$ cat config.mk
export PLATFORM = sky130hd
export DESIGN_NAME = j1_uart_flat
export DESIGN_NICKNAME = d
export VERILOG_FILES = /design/src/rtl/j1_io_pkg.sv /design/src/rtl/j1_uart_if.sv /design/src/rtl/j1_uart_fifo.sv /design/src/rtl/j1_uart.sv /design/src/flat_wrapper.sv
export SDC_FILE = /design/constraint.sdc
export NUM_CORES = 1
export LEC_CHECK = 0
export BUFFER_PORTS_ARGS = -buffer_cell sky130_fd_sc_hd__buf_2
export CAP_MARGIN = 20
export CORE_UTILIZATION = 52
export DETAILED_ROUTE_END_ITERATION = 6
export PLACE_DENSITY = 0.75
export SETUP_SLACK_MARGIN = 0.3
export SLEW_MARGIN = 20
export SYNTH_ARGS = -nofsm -noshare
export SYNTH_HDL_FRONTEND = slang
export SYNTH_SLANG_ARGS = --single-unit
export TNS_END_PERCENT = 1
$ cat constraint.sdc
create_clock -name sys_clk_i -period 2.4 [get_ports sys_clk_i]
set_input_delay 0.12 -clock sys_clk_i [delete_from_list [all_inputs] [get_ports sys_clk_i]]
set_output_delay 0.12 -clock sys_clk_i [all_outputs]
set_load 0.02 [all_outputs]
$ cat src/rtl/j1_io_pkg.sv
// j1_io_pkg: register offsets, STATUS bit indices and UART FSM state
// encodings shared by the J1 IO peripherals.
package j1_io_pkg;

  localparam logic [31:0] REG_DATA_OFS   = 32'h0;
  localparam logic [31:0] REG_STATUS_OFS = 32'h4;
  localparam logic [31:0] REG_CTRL_OFS   = 32'h8;

  localparam int ST_TX_FULL    = 0;
  localparam int ST_RX_VALID   = 1;
  localparam int ST_TX_EMPTY   = 2;
  localparam int ST_RX_OVERRUN = 3;
  localparam int ST_FRAME_ERR  = 4;

  typedef enum logic [1:0] {
    TX_IDLE,
    TX_START,
    TX_DATA,
    TX_STOP
  } tx_state_e;

  typedef enum logic [1:0] {
    RX_IDLE,
    RX_START,
    RX_DATA,
    RX_STOP
  } rx_state_e;

endpackage

$ cat src/rtl/j1_uart_if.sv
// j1_uart_if: J1 CPU IO bus as seen by a memory-mapped peripheral.
// The core is the master; io_din is answered in the same cycle.
interface j1_uart_if;

  logic        io_rd;
  logic        io_wr;
  logic [31:0] io_addr;
  logic [31:0] io_dout;
  logic [31:0] io_din;

  modport master (
    output io_rd,
    output io_wr,
    output io_addr,
    output io_dout,
    input  io_din
  );

  modport slave (
    input  io_rd,
    input  io_wr,
    input  io_addr,
    input  io_dout,
    output io_din
  );

endinterface

$ cat src/rtl/j1_uart_fifo.sv
// j1_uart_fifo: synchronous FIFO with wrap-bit pointers and a
// combinational head; a pop frees room for a same-cycle push.
module j1_uart_fifo #(
  parameter int W  = 8,
  parameter int AW = 4
) (
  input  logic         clk_i,
  input  logic         rst_i,
  input  logic         push_i,
  input  logic [W-1:0] din_i,
  input  logic         pop_i,
  output logic         full_o,
  output logic         empty_o,
  output logic [W-1:0] head_o
);

  logic [AW:0]  wptr_q, wptr_d;
  logic [AW:0]  rptr_q, rptr_d;
  logic [W-1:0] mem_q [2**AW];
  logic         do_push;
  logic         do_pop;

  assign empty_o = (wptr_q == rptr_q);
  assign full_o  = (wptr_q[AW] != rptr_q[AW]) &&
                   (wptr_q[AW-1:0] == rptr_q[AW-1:0]);

  assign do_push = push_i && (!full_o || pop_i);
  assign do_pop  = pop_i && !empty_o;
  assign head_o  = mem_q[rptr_q[AW-1:0]];

  always_comb begin
    wptr_d = wptr_q;
    rptr_d = rptr_q;
    if (do_push) wptr_d = wptr_q + {{AW{1'b0}}, 1'b1};
    if (do_pop)  rptr_d = rptr_q + {{AW{1'b0}}, 1'b1};
  end

  always_ff @(posedge clk_i) begin
    if (rst_i) begin
      wptr_q <= '0;
      rptr_q <= '0;
    end else begin
      wptr_q <= wptr_d;
      rptr_q <= rptr_d;
    end
  end

  always_ff @(posedge clk_i) begin
    if (do_push) mem_q[wptr_q[AW-1:0]] <= din_i;
  end

endmodule

$ cat src/rtl/j1_uart.sv
// j1_uart: 8N1 UART on the J1 IO bus (DATA, STATUS, optional CTRL).
// Define J1_UART_LOOPBACK_EN to add the CTRL register and TX->RX loopback.
module j1_uart
  import j1_io_pkg::*;
#(
  parameter logic [31:0] BASE_ADDR = 32'h0000_8000,
  parameter int          CLK_DIV   = 434,
  parameter int          FIFO_AW   = 4
) (
  input  logic sys_clk_i,
  input  logic sys_rst_i,
  j1_uart_if.slave bus,
  input  logic uart_rx,
  output logic uart_tx
);

  localparam int CW = $clog2(CLK_DIV);
  localparam logic [CW-1:0] DIV_LAST  = CW'(CLK_DIV - 1);
  localparam logic [CW-1:0] HALF_LAST = CW'(CLK_DIV / 2 - 1);

  logic hit_data, hit_status;
  logic data_rd, data_wr, stat_rd;

  logic       txf_push, txf_pop, txf_full, txf_empty;
  logic [7:0] txf_head;
  logic       rxf_push, rxf_pop, rxf_full, rxf_empty;
  logic [7:0] rxf_head, rx_byte;

  tx_state_e     tx_state_q, tx_state_d;
  logic [CW-1:0] tx_cnt_q, tx_cnt_d;
  logic [2:0]    tx_bit_q, tx_bit_d;
  logic [7:0]    tx_sh_q, tx_sh_d;
  logic          tx_line;

  rx_state_e     rx_state_q, rx_state_d;
  logic [CW-1:0] rx_cnt_q, rx_cnt_d;
  logic [2:0]    rx_bit_q, rx_bit_d;
  logic [7:0]    rx_sh_q, rx_sh_d;
  logic [1:0]    rx_sync_q, rx_sync_d;
  logic          rx_src, rx_s;

  logic ovr_q, ovr_d, ovr_set;
  logic frm_q, frm_d, frm_set;

  logic [31:0] status;
  logic [31:0] din;
  logic        unused_dout;

  assign hit_data   = (bus.io_addr == BASE_ADDR + REG_DATA_OFS);
  assign hit_status = (bus.io_addr == BASE_ADDR + REG_STATUS_OFS);
  assign data_rd    = bus.io_rd && hit_data;
  assign data_wr    = bus.io_wr && hit_data;
  assign stat_rd    = bus.io_rd && hit_status;

  assign txf_push    = data_wr;
  assign rxf_pop     = data_rd && !rxf_empty;
  assign unused_dout = ^bus.io_dout[31:8];

  j1_uart_fifo #(.W(8), .AW(FIFO_AW)) u_txf (
    .clk_i   (sys_clk_i),
    .rst_i   (sys_rst_i),
    .push_i  (txf_push),
    .din_i   (bus.io_dout[7:0]),
    .pop_i   (txf_pop),
    .full_o  (txf_full),
    .empty_o (txf_empty),
    .head_o  (txf_head)
  );

  j1_uart_fifo #(.W(8), .AW(FIFO_AW)) u_rxf (
    .clk_i   (sys_clk_i),
    .rst_i   (sys_rst_i),
    .push_i  (rxf_push),
    .din_i   (rx_byte),
    .pop_i   (rxf_pop),
    .full_o  (rxf_full),
    .empty_o (rxf_empty),
    .head_o  (rxf_head)
  );

`ifdef J1_UART_LOOPBACK_EN
  logic hit_ctrl;
  logic loop_q, loop_d;

  assign hit_ctrl = (bus.io_addr == BASE_ADDR + REG_CTRL_OFS);

  always_comb begin
    loop_d = loop_q;
    if (bus.io_wr && hit_ctrl) loop_d = bus.io_dout[0];
  end

  always_ff @(posedge sys_clk_i) begin
    if (sys_rst_i) loop_q <= 1'b0;
    else           loop_q <= loop_d;
  end

  assign rx_src  = loop_q ? tx_line : uart_rx;
  assign uart_tx = loop_q | tx_line;
`else
  assign rx_src  = uart_rx;
  assign uart_tx = tx_line;
`endif

  always_comb begin
    tx_state_d = tx_state_q;
    tx_cnt_d   = tx_cnt_q;
    tx_bit_d   = tx_bit_q;
    tx_sh_d    = tx_sh_q;
    txf_pop    = 1'b0;
    unique case (tx_state_q)
      TX_IDLE: begin
        if (!txf_empty) begin
          txf_pop    = 1'b1;
          tx_sh_d    = txf_head;
          tx_cnt_d   = '0;
          tx_state_d = TX_START;
        end
      end
      TX_START: begin
        tx_cnt_d = tx_cnt_q + 1'b1;
        if (tx_cnt_q == DIV_LAST) begin
          tx_cnt_d   = '0;
          tx_bit_d   = '0;
          tx_state_d = TX_DATA;
        end
      end
      TX_DATA: begin
        tx_cnt_d = tx_cnt_q + 1'b1;
        if (tx_cnt_q == DIV_LAST) begin
          tx_cnt_d = '0;
          tx_sh_d  = {1'b0, tx_sh_q[7:1]};
          tx_bit_d = tx_bit_q + 1'b1;
          if (tx_bit_q == 3'd7) tx_state_d = TX_STOP;
        end
      end
      TX_STOP: begin
        tx_cnt_d = tx_cnt_q + 1'b1;
        if (tx_cnt_q == DIV_LAST) begin
          tx_cnt_d   = '0;
          tx_state_d = TX_IDLE;
          // back-to-back frames skip IDLE
          if (!txf_empty) begin
            txf_pop    = 1'b1;
            tx_sh_d    = txf_head;
            tx_state_d = TX_START;
          end
        end
      end
      default: tx_state_d = TX_IDLE;
    endcase
  end

  always_comb begin
    tx_line = 1'b1;
    if (tx_state_q == TX_START) tx_line = 1'b0;
    if (tx_state_q == TX_DATA)  tx_line = tx_sh_q[0];
  end

  assign rx_sync_d = {rx_sync_q[0], rx_src};
  assign rx_s      = rx_sync_q[1];
  assign rx_byte   = rx_sh_q;

  always_comb begin
    rx_state_d = rx_state_q;
    rx_cnt_d   = rx_cnt_q;
    rx_bit_d   = rx_bit_q;
    rx_sh_d    = rx_sh_q;
    rxf_push   = 1'b0;
    ovr_set    = 1'b0;
    frm_set    = 1'b0;
    unique case (rx_state_q)
      RX_IDLE: begin
        if (!rx_s) begin
          rx_cnt_d   = '0;
          rx_state_d = RX_START;
        end
      end
      RX_START: begin
        rx_cnt_d = rx_cnt_q + 1'b1;
        if (rx_cnt_q == HALF_LAST) begin
          rx_cnt_d   = '0;
          rx_bit_d   = '0;
          rx_state_d = rx_s ? RX_IDLE : RX_DATA;
        end
      end
      RX_DATA: begin
        rx_cnt_d = rx_cnt_q + 1'b1;
        if (rx_cnt_q == DIV_LAST) begin
          rx_cnt_d = '0;
          rx_sh_d  = {rx_s, rx_sh_q[7:1]};
          rx_bit_d = rx_bit_q + 1'b1;
          if (rx_bit_q == 3'd7) rx_state_d = RX_STOP;
        end
      end
      RX_STOP: begin
        rx_cnt_d = rx_cnt_q + 1'b1;
        if (rx_cnt_q == DIV_LAST) begin
          rx_cnt_d   = '0;
          rx_state_d = RX_IDLE;
          if (!rx_s)                     frm_set  = 1'b1;
          else if (rxf_full && !rxf_pop) ovr_set  = 1'b1;
          else                           rxf_push = 1'b1;
        end
      end
      default: rx_state_d = RX_IDLE;
    endcase
  end

  // a flag raised in the same cycle as the clearing read survives
  assign ovr_d = (ovr_q && !stat_rd) || ovr_set;
  assign frm_d = (frm_q && !stat_rd) || frm_set;

  always_ff @(posedge sys_clk_i) begin
    if (sys_rst_i) begin
      tx_state_q <= TX_IDLE;
      tx_cnt_q   <= '0;
      tx_bit_q   <= '0;
      tx_sh_q    <= '0;
      rx_state_q <= RX_IDLE;
      rx_cnt_q   <= '0;
      rx_bit_q   <= '0;
      rx_sh_q    <= '0;
      rx_sync_q  <= 2'b11;
      ovr_q      <= 1'b0;
      frm_q      <= 1'b0;
    end else begin
      tx_state_q <= tx_state_d;
      tx_cnt_q   <= tx_cnt_d;
      tx_bit_q   <= tx_bit_d;
      tx_sh_q    <= tx_sh_d;
      rx_state_q <= rx_state_d;
      rx_cnt_q   <= rx_cnt_d;
      rx_bit_q   <= rx_bit_d;
      rx_sh_q    <= rx_sh_d;
      rx_sync_q  <= rx_sync_d;
      ovr_q      <= ovr_d;
      frm_q      <= frm_d;
    end
  end

  always_comb begin
    status                = '0;
    status[ST_TX_FULL]    = txf_full;
    status[ST_RX_VALID]   = !rxf_empty;
    status[ST_TX_EMPTY]   = txf_empty && (tx_state_q == TX_IDLE);
    status[ST_RX_OVERRUN] = ovr_q;
    status[ST_FRAME_ERR]  = frm_q;
  end

  always_comb begin
    din = '0;
    if (bus.io_rd) begin
      unique case (1'b1)
        hit_data:   din = {24'b0, rxf_empty ? 8'h00 : rxf_head};
        hit_status: din = status;
`ifdef J1_UART_LOOPBACK_EN
        hit_ctrl:   din = {31'b0, loop_q};
`endif
        default:    din = '0;
      endcase
    end
  end

  assign bus.io_din = din;

endmodule
$ cat src/flat_wrapper.sv
// flat-port wrapper written by rule: the top's interface ports become plain ports
module j1_uart_flat import j1_io_pkg::*;
#(
  parameter logic [31:0] BASE_ADDR = 32'h0000_8000,
  parameter int          CLK_DIV   = 434,
  parameter int          FIFO_AW   = 4
)
  (sys_clk_i, sys_rst_i, uart_rx, uart_tx, bus_io_rd, bus_io_wr, bus_io_addr, bus_io_dout, bus_io_din);
  j1_uart_if bus_i ();
  input  logic sys_clk_i;
  input  logic sys_rst_i;
  input  logic uart_rx;
  output logic uart_tx;
  input wire logic [$bits(bus_i.io_rd)-1:0] bus_io_rd;
  input wire logic [$bits(bus_i.io_wr)-1:0] bus_io_wr;
  input wire logic [$bits(bus_i.io_addr)-1:0] bus_io_addr;
  input wire logic [$bits(bus_i.io_dout)-1:0] bus_io_dout;
  output wire logic [$bits(bus_i.io_din)-1:0] bus_io_din;
  assign bus_i.io_rd = bus_io_rd;
  assign bus_i.io_wr = bus_io_wr;
  assign bus_i.io_addr = bus_io_addr;
  assign bus_i.io_dout = bus_io_dout;
  assign bus_io_din = bus_i.io_din;
  j1_uart #(.BASE_ADDR(BASE_ADDR), .CLK_DIV(CLK_DIV), .FIFO_AW(FIFO_AW)) u_core (.sys_clk_i(sys_clk_i), .sys_rst_i(sys_rst_i), .bus(bus_i), .uart_rx(uart_rx), .uart_tx(uart_tx));
endmodule
==> results.yml <==
detailed_routing:
  vias: 8108
  vias_per_cell: 5.892
  finalWirelength_mm: 28.93
  drc_errors: 11
  drt_iter0_markers: 687
  ant_nets: 0
  dr.pass1.iters: 7
  wl_per_cell_um: 21.03
worst_setup_path:
  critPathMostFrequentCell: "mux4_2"
  critPathSlowestCell: "mux4_2"
  critical_path_required_ns: 2.28
  crit_type: "flip-flop to output port"
  cp-start-kind: "flip-flop"
  path_cells: "buf_12, mux4_2, mux4_2, inv_2, o22ai_2, buf_6"
  max_stage_delay_ns: 0.57
  cp_max_fo: 10
  worstPathArrival_ns: 2.47
  cp-end-kind: "output port"
floorplanning:
  pin_count: 102
  fp.dieW_um: 166.2
  rows: 59
  die_area_um2: 27620
  die_h_um: 166.2
  start_util_pct: 53.35
  core_um2: 26280
yosys:
  synthSimpleGateAreaFrac_pct: 8.817
  netlist_area_um2: 14020
  synth_edf_count: 256
  yosys.area_share.adder_pct: 2.588
  ys_seq_elements: 332
  ys.flop_type: "edfxtp_1"
  async_reset_ff_share_pct: 0
  synthXorXnorAreaFrac_pct: 1.437
  ys_seq_area_share_pct: 65.68
  synthMostInstantiatedCell: "edfxtp_1"
  netlist_top_cells_area: "edfxtp_1, mux4_2, dfxtp_1"
  ys_types: 60
  synth_mux_area_share_pct: 13.22
  yosysTopAreaCellShare_pct: 54.83
  syn_inst: 893
  synth_top_family_by_area: "multiplexers"
  yosysWarnings: 0
  postSynthAreaPerCell_um2: 15.70
  synth-compound-area-share_pct: 4.962
  yosysTopAreaCell: "edfxtp_1"
  ys_top_cells_by_count: "edfxtp_1, mux4_2, dfxtp_1, nor2_1, nand2_1"
global_route:
  antenna_found_initial: 0
  grt_first_pass_wirelength_mm: 45.40
  grt_max_degree: 33
  grt.overflow.total: 0
  track_usage_pct: 21.42
  grt_pass1_vias: 8201
timing:
  period_minus_slack_ns: 2.594
  rsz0062_at_grt: "true"
  slew_headroom_pct: 50.13
  worst_hold_slack_ns: 0.02473
  setup_ws_ns: -0.1938
  setup_viol: 8
  hold_violations: 0
  drv_slew: 0
  finalCritPeriodShare_pct: 108.1
  max_freq_ghz: 0.3855
  skew_ns: 0.01350
  tightestPinTransition_ns: 0.7470
outcome:
  status: "complete, but fails checks"
  violations: "DRC, setup timing"
clock_tree:
  numCtsBuffers: 36
  clk_latency_ns: 0.51
  h-tree-depth: 2
  cts-root-buf: "clkbuf_16"
  clk_path_buf_depth: 3
  cts_tree: "yes"
  cts_setup_buffers: 0
  path_clk_slew_ns: 0.06
  cts.sinks: 332
power_and_ir_drop:
  power_mw: 12.46
  power_density_nw_per_um2: 737.5
  peakVddDrop_v: 0.0005837
  p_leak_nw: 5.688
cells_and_area:
  final_core_util_pct: 64.31
  area_growth_pct: 20.55
  diodes: 0
  final_nets: 1113
  stdcell_area_um2: 16900
  drive_gt1_share_pct: 30.07
placed_design:
  dp_hpwl_mm: 18.44
  io_buffers: 53
  gp_congestion: 0.8428
  placed_area_um2: 15340
job:
  maxCapViolations: 0
worst_hold_path:
  hp-class: "input port to flip-flop"
per-layer routing:
metal  share of wire [%]  track usage [%]
met5                   0                0
met4                 2.2            6.664
met3                 5.5            3.384
met2                  51            37.26
met1                  41            27.70
critical path, delay by kind of cell (launching register included):
family,cells,cell delay (ns)
buffers and inverters,3,0.40
muxes,2,1.06
AOI/OAI and AO/OA,1,0.09
DFF,1,0.41
where the power goes:
| part | switching [mW] | total, mW | internal [mW] |
|---|---|---|---|
| sequential | 0.0352 | 6.22 | 6.18 |
| combinational | 0.386 | 0.640 | 0.254 |
| clock | 2.14 | 5.61 | 3.47 |
| total | 2.56 | 12.5 | 9.90 |
layout by cell type, fill, tap and decap left out, types with 9 or more instances in the layout:
cell type,Yosys,routed
edfxtp_1,256,256
mux4_2,79,79
dfxtp_1,76,67
buf_2,12,50
nor2_1,49,47
nand2_1,41,39
clkbuf_16,0,39
a21oi_1,38,36
buf_4,24,33
buf_12,0,31
ha_1,29,27
conb_1,1,24
inv_1,25,23
nand3_1,21,20
and3_1,32,17
nor2b_1,17,16
and3_4,0,15
xor2_1,14,14
o21ai_0,14,14
clkbuf_1,29,10
xnor2_1,9,9
nand4_1,9,9
cell type report:
cell class | count | area, um2
fillers | 1769 | 9379
flip-flops and latches | 332 | 9228
multi-input cells | 492 | 4671
repair buffers | 128 | 1280
clock buffers | 49 | 1002
well taps | 335 | 419.2
clock inverters | 15 | 207.7
inverters | 25 | 93.84
cells by family after synthesis:
group,after synthesis
AO/OA/AOI/OAI,104
flip-flops,332
buffers and inverters,92
adder cells (fa/ha/maj),29
XOR/XNOR,23
AND/OR/NAND/NOR,226
multiplexers,86
other,1
sequential cells by signal, indices dropped and copies added, names as in the netlist, named ones only:
| register | flops |
|---|---|
| u_core.ovr_q | 1 |
| u_core.rx_bit_q | 3 |
| u_core.rx_byte | 8 |
| u_core.rx_state_q | 1 |
| u_core.u_rxf.rptr_q | 5 |
| u_core.tx_state_q | 2 |
| u_core.tx_sh_q | 8 |
| u_core.u_txf.mem_q | 128 |
| u_core.tx_bit_q | 3 |
| u_core.rx_cnt_q | 9 |
| u_core.u_rxf.mem_q | 128 |
| u_core.rx_sync_q | 2 |
| u_core.frm_q | 1 |
| u_core.u_txf.wptr_q | 5 |
| u_core.u_rxf.wptr_q | 5 |
| u_core.tx_cnt_q | 9 |
| u_core.u_txf.rptr_q | 5 |
metrics by stage:
step	instances	worst slack [ns]	TNS, ns
4_1_cts	1375	-0.2283	-1.628
2_1_floorplan	916	0.1425	0
3_5_place_dp	1303	-0.05089	-3.561
5_1_grt	1376	-0.2596	-1.919
3_3_place_gp	1303	-0.001867	-0.01275
6_report	1376	-0.1938	-1.414
timing repair:
action | in CTS | in global routing
gates resized for setup | 20 | 38
hold buffers | 8 | 0
gates cloned | 0 | 1
endpoints found under the hold margin | 85 | 0
endpoints found under the setup margin | 260 | 267
pin swaps | 9 | 15
path summary, 6_finish.rpt:
path | from | end | slack [ns] | depth (start not counted)
max | flip-flop | bus_io_din[2] | -0.19 | 6
min | bus_io_dout[7] | u_core.u_txf.mem_q[13][7] | 0.02 | 1
max reg2reg | u_core.tx_cnt_q[2] | u_core.u_txf.mem_q[7][3] | 0.15 | 6
min reg2reg | u_core.rx_sync_q[0] | u_core.rx_sync_q[1] | 0.41 | 1
Note: power is estimated with default switching activity, not from simulation.
